$ cat config.mk
export PLATFORM = sky130hd
export DESIGN_NAME = apb_master
export DESIGN_NICKNAME = d
export VERILOG_FILES = /design/src/rtl/apb_pkg.sv /design/src/rtl/apb_timeout_cnt.sv /design/src/rtl/apb_master.sv
export SDC_FILE = /design/constraint.sdc
export NUM_CORES = 1
export LEC_CHECK = 0
export CAP_MARGIN = 20
export CORE_UTILIZATION = 32
export DETAILED_ROUTE_END_ITERATION = 6
export PLACE_DENSITY = 0.74
export SLEW_MARGIN = 15
export SYNTH_ARGS = -nofsm -noshare
export SYNTH_HDL_FRONTEND = slang
export SYNTH_SLANG_ARGS = --single-unit
$ cat constraint.sdc
create_clock -name PCLK -period 2.1 [get_ports PCLK]
set_input_delay 0.315 -clock PCLK [delete_from_list [all_inputs] [get_ports PCLK]]
set_output_delay 0.315 -clock PCLK [all_outputs]
set_load 0.005 [all_outputs]
$ cat src/rtl/apb_pkg.sv
// Shared APB master definitions: FSM encoding and default bus geometry.
package apb_pkg;

  localparam int unsigned APB_AW      = 10;
  localparam int unsigned APB_DW      = 32;
  localparam int unsigned APB_TIMEOUT = 256;

  typedef enum logic [1:0] {
    IDLE   = 2'd0,
    SETUP  = 2'd1,
    ACCESS = 2'd2,
    RESP   = 2'd3
  } apb_state_t;

endpackage

$ cat src/rtl/apb_timeout_cnt.sv
// Saturating count of consecutive PREADY=0 ACCESS cycles; expired marks the
// last stall cycle allowed before the transfer is aborted.
module apb_timeout_cnt
  import apb_pkg::*;
#(
  parameter int unsigned TIMEOUT = APB_TIMEOUT
) (
  input  logic clk,
  input  logic rst,
  input  logic clr,
  input  logic en,
  output logic expired
);

  if (TIMEOUT == 0) begin : g_off
    assign expired = 1'b0;
  end else begin : g_on
    localparam int unsigned CW = $clog2(TIMEOUT + 1);

    logic [CW-1:0] cnt;

    always_ff @(posedge clk) begin
      if (rst || clr) begin
        cnt <= '0;
      end else if (en && (cnt != CW'(TIMEOUT))) begin
        cnt <= cnt + CW'(1);
      end
    end

    assign expired = (cnt == CW'(TIMEOUT - 1));
  end

endmodule

$ cat src/rtl/apb_master.sv
// Single-outstanding APB3 initiator: one valid/ready command becomes one
// SETUP/ACCESS transfer and one held response.
module apb_master
  import apb_pkg::*;
#(
  parameter int unsigned AW      = APB_AW,
  parameter int unsigned DW      = APB_DW,
  parameter int unsigned TIMEOUT = APB_TIMEOUT
) (
  input  logic          PCLK,
  input  logic          PRESET,
  input  logic          cmd_valid,
  output logic          cmd_ready,
  input  logic          cmd_write,
  input  logic [AW-1:0] cmd_addr,
  input  logic [DW-1:0] cmd_wdata,
  output logic          rsp_valid,
  input  logic          rsp_ready,
  output logic [DW-1:0] rsp_rdata,
  output logic          rsp_err,
  output logic          rsp_timeout,
  output logic          busy,
  output logic          PSEL,
  output logic          PENABLE,
  output logic          PWRITE,
  output logic [AW-1:0] PADDR,
  output logic [DW-1:0] PWDATA,
  input  logic [DW-1:0] PRDATA,
  input  logic          PREADY,
  input  logic          PSLVERR
);

  apb_state_t state;
  logic       expired;

  assign cmd_ready = (state == IDLE);
  assign busy      = (state != IDLE);

  // Counter is held at zero outside ACCESS, so every transfer starts fresh.
  apb_timeout_cnt #(.TIMEOUT(TIMEOUT)) u_timeout_cnt (
    .clk     (PCLK),
    .rst     (PRESET),
    .clr     (state != ACCESS),
    .en      ((state == ACCESS) && !PREADY),
    .expired (expired)
  );

  always_ff @(posedge PCLK) begin
    if (PRESET) begin
      state       <= IDLE;
      PSEL        <= 1'b0;
      PENABLE     <= 1'b0;
      PWRITE      <= 1'b0;
      PADDR       <= '0;
      PWDATA      <= '0;
      rsp_valid   <= 1'b0;
      rsp_rdata   <= '0;
      rsp_err     <= 1'b0;
      rsp_timeout <= 1'b0;
    end else begin
      case (state)
        IDLE: begin
          if (cmd_valid) begin
            PWRITE <= cmd_write;
            PADDR  <= cmd_addr;
            PWDATA <= cmd_wdata;
            PSEL   <= 1'b1;
            state  <= SETUP;
          end
        end
        SETUP: begin
          PENABLE <= 1'b1;
          state   <= ACCESS;
        end
        ACCESS: begin
          // A completing PREADY takes priority over a timeout on the same edge.
          if (PREADY) begin
            PSEL        <= 1'b0;
            PENABLE     <= 1'b0;
            rsp_valid   <= 1'b1;
            rsp_err     <= PSLVERR;
            rsp_timeout <= 1'b0;
            rsp_rdata   <= PWRITE ? '0 : PRDATA;
            state       <= RESP;
          end else if (expired) begin
            PSEL        <= 1'b0;
            PENABLE     <= 1'b0;
            rsp_valid   <= 1'b1;
            rsp_err     <= 1'b1;
            rsp_timeout <= 1'b1;
            rsp_rdata   <= '0;
            state       <= RESP;
          end
        end
        RESP: begin
          if (rsp_ready) begin
            rsp_valid <= 1'b0;
            state     <= IDLE;
          end
        end
        default: state <= IDLE;
      endcase
    end
  end

endmodule
==> summary by stage <==
STA
The number of pins exceeding their max-slew limit in the final report is 0. The minimum setup slack in the final design is approximately 0.12 ns. In the finished design, the share of the clock period the worst path needs comes to 0.942. The final total negative setup slack is 0 ns. The final critical path time including I/O delays and setup is around 2.0 ns. Setup repair after global routing left no endpoint under its margin. Setup violations remaining at the end of the flow were counted as 0. The final-report hold violation count was 0. The final-layout worst hold slack is 0.376 ns. Across the routed clock network, the largest skew measured is 0.00684 ns. The worst pin sits at a relative slew slack of 0.671.

Timing would allow up to a little over 0.5 GHz. At the pin with the least slew margin, the transition time is 0.487 ns.

Finish
Counting the fill cells in the layout gives 977. In the final layout, the share of cells above drive strength 1 is 0.0494. The final non-filler cell total is approximately 720. The count of antenna diodes in the layout is 0. For this run, the post-layout net count is 670. For this run, the share of the core covered by cells in the final layout is 0.520. The area growth from synthesis to layout is 56.5%. The final standard cell area without fillers is ~5400 µm².

Placement
The post-place instance area is approximately 5200 µm². The number of I/O port buffers is 162. The number of placed cells counting well taps is a little over 700. The setup slack at placement is about 0.27 ns. The HPWL reported at the end of detailed placement is 7.07 mm. The routability-driven placement congestion ratio is 0.753.

Floorplan
The number of standard-cell rows in the floorplan is 37. In this run the standard cell core region covers 10,400 µm². The die width is approximately 110 µm. The die is roughly 110 µm tall. The top-level port count is 163. The area enclosed by the die boundary is between 10,000 and 15,000 µm². The initial core utilization is 0.332.

Clock network
The number of H-tree levels is 3. The post-CTS setup repair buffer count is 0. TritonCTS created 9 clock buffers. The hold buffer count at cts is 0. The root buffer selected by CTS is sky130_fd_sc_hd__clkbuf_8.

The clock edge transition at the registers on the reported setup and hold paths is roughly 0.090 ns. The number of buffers between clock root and the deepest sink is 2. Once the clock tree was built, the resizer swapped 0 gates to a different size. TritonCTS built the clock tree.

The tree built by TritonCTS fans out to slightly above 90 sinks. The clock insertion delay at the later pin of the skew report is 0.35 ns.

Yosys
The number of different library cells used by synthesis comes to 30. The synthesized area per cell is 8.05 µm². The post-synthesis net count is 518. The area of the mapped netlist is about 3500 µm². In the synthesized netlist, the number of instances is 430.

The top flip-flop cell by instance count after synthesis is sky130_fd_sc_hd__dfxtp_1. Yosys printed 0 warnings. The number of enable flip-flop cells after synthesis is 0. Counting flops and latches in the post-synthesis netlist gives 91.

The proportion of synthesized chip area in sequential cells is 0.526. After synthesis, the share of flip-flops with an asynchronous set or reset is 0.

Critical path
The critical path data arrival time is between 1.5 and 2 ns. Along the worst path, the maximum fanout reaches 6. Counting cells, the worst reg-to-reg path comes to 8. For flop-to-flop paths, the worst setup slack is approximately 0.24 ns.

The worst register-to-register path begins at u_timeout_cnt.g_on.cnt[0]. The type of origin of the critical path is a flop. The worst register-to-register path ends at rsp_rdata[15]. At the worst endpoint, the required time is 1.78 ns.

The worst setup path is captured at a primary output. The critical path in this run is classified as reg2out.

Route
For this block, wires on met1 add up to 3.94 mm. The final route contains 3,458 vias. The detailed-routed wire length on met2 is approximately 4.7 mm. The number of search-and-repair iterations in the first detailed-routing pass is 4. The highest metal layer with signal wires is met4. The number of routed nets with antenna violations is 0. The number of vias per cell after detailed routing is approximately 4.8.

The total wire length after detailed routing is 9.63 mm. The routed length per placed instance is about 13 µm. In the routed design, unresolved DRC markers number 0. In the detailed route, the total length drawn on met3 is 741 µm.

The first routing iteration left 141 violations.

Global routing
The first global-routing pass estimated 15.9 mm of wire. Across every metal layer, demand over resource in global routing totals 0.173. The number of global-route vias before repair is 3,399. The sum of overflow across all layers after global routing is 0.

The number of antenna violations at the first check in global routing is 0. The largest net degree at the start of global routing is a little over 40.

Hold path
The path with the worst hold slack has its endpoint at rsp_err. The source of the worst hold timing path is PRESET. The worst hold path belongs to the class in2reg. The worst hold path passes through 2 cells.

Pwr
The power density of the placed cells is 889 nW/µm². The analysis attributes to cell leakage a power of approximately 1.9 nW. Across the VDD grid, the largest voltage drop is 0.000414 V. The completed layout was analyzed and its total power is slightly below 5 mW.

Job
Across the run, the number of max-cap violations was 0.

Outcome
The run finished with clean final reports.
[sequential cells by signal (all words and copies together) (netlist names)]
name	flops
rsp_valid	1
rsp_timeout	1
PWDATA	32
PENABLE	1
u_timeout_cnt.g_on.cnt	9
PSEL	1
PADDR	10
rsp_err	1
rsp_rdata	32
state	2
PWRITE	1
[routing by layer]
layer,GRT usage,up-vias
met5,0,-
met4,0.0794,0
met3,0.0552,19
met2,0.296,112
met1,0.196,1579
li1,-,1748
[where the power goes]
part           total (mW)  switching, mW  internal (mW)
logic                1.58          0.785          0.793
registers            2.05          0.113           1.94
clock network        1.19          0.627          0.559
total                4.82           1.53           3.29
[cell families (layout without fill, tap and decap cells)]
| group | after synthesis | in the layout | share of synthesized area |
|---|---|---|---|
| AO/OA/AOI/OAI | 103 | 103 | 0.158 |
| adder cells (fa/ha/maj) | 7 | 7 | 0.0253 |
| buffers and inverters | 39 | 196 | 0.0477 |
| flip-flops | 91 | 91 | 0.526 |
| multiplexers | 2 | 2 | 0.00578 |
| AND/OR/NAND/NOR | 188 | 188 | 0.237 |
[worst max-delay path, stage by stage, from the launching register on]
cell	delay [ns]
sky130_fd_sc_hd__dfxtp_1	0.36
sky130_fd_sc_hd__inv_1	0.09
sky130_fd_sc_hd__ha_1	0.29
sky130_fd_sc_hd__inv_1	0.09
sky130_fd_sc_hd__clkdlybuf4s50_1	0.49
[area by class of cell]
type | count | area [µm²] | share of cell area
Clock inverter | 7 | 75.1 | 0.0139
Sequential cell | 91 | 1820 | 0.336
Multi-Input combinational cell | 300 | 1480 | 0.274
Clock buffer | 9 | 124 | 0.0229
Inverter | 8 | 30.0 | 0.00554
Tap cell | 136 | 170 | 0.0314
Timing Repair Buffer | 172 | 1720 | 0.317
[how the worst max path moves through the flow]
stage                               from                   endpoint  slack [ns]
2_1_floorplan  u_timeout_cnt.g_on.cnt[0]               rsp_rdata[0]        0.45
3_3_place_gp                      PREADY  u_timeout_cnt.g_on.cnt[5]        0.33
3_5_place_dp   u_timeout_cnt.g_on.cnt[0]              rsp_rdata[15]        0.27
4_1_cts                         state[0]                       busy         0.1
5_1_grt                         state[0]                       busy        0.03
6_report                        state[0]                       busy        0.12
[cell usage after synthesis, types with 4 or more instances]
cell                         n  area share
sky130_fd_sc_hd__nand2_1   127        0.14
sky130_fd_sc_hd__dfxtp_1    91        0.53
sky130_fd_sc_hd__a21oi_1    86        0.12
sky130_fd_sc_hd__nand3_1    36       0.052
sky130_fd_sc_hd__clkbuf_1   18       0.020
sky130_fd_sc_hd__buf_2      12       0.017
sky130_fd_sc_hd__inv_1       8      0.0087
sky130_fd_sc_hd__ha_1        7       0.025
sky130_fd_sc_hd__a211oi_1    4      0.0087
sky130_fd_sc_hd__nand2b_1    4      0.0072
sky130_fd_sc_hd__o21ai_0     4      0.0058
[cells in the final DEF (no fill, tap or decap), types with 2 or more instances in the layout]
cell	netlist	layout
sky130_fd_sc_hd__a211oi_1	4	4
sky130_fd_sc_hd__a21oi_1	86	86
sky130_fd_sc_hd__buf_12	0	2
sky130_fd_sc_hd__buf_4	1	8
sky130_fd_sc_hd__clkbuf_8	0	9
sky130_fd_sc_hd__clkdlybuf4s50_1	0	161
sky130_fd_sc_hd__clkinv_2	0	2
sky130_fd_sc_hd__clkinv_4	0	2
sky130_fd_sc_hd__dfxtp_1	91	91
sky130_fd_sc_hd__ha_1	7	7
sky130_fd_sc_hd__inv_1	8	8
sky130_fd_sc_hd__inv_6	0	2
sky130_fd_sc_hd__mux2i_1	2	2
sky130_fd_sc_hd__nand2_1	127	127
sky130_fd_sc_hd__nand2b_1	4	4
sky130_fd_sc_hd__nand3_1	36	36
sky130_fd_sc_hd__nand3b_1	2	2
sky130_fd_sc_hd__nand4_1	2	2
sky130_fd_sc_hd__nor2_1	3	3
sky130_fd_sc_hd__nor2b_1	3	2
sky130_fd_sc_hd__nor4b_1	3	3
sky130_fd_sc_hd__o21ai_0	4	4
sky130_fd_sc_hd__o31ai_1	3	3
sky130_fd_sc_hd__or3_1	2	2
sky130_fd_sc_hd__or4_1	3	3
(Power assumes the default switching activity.)
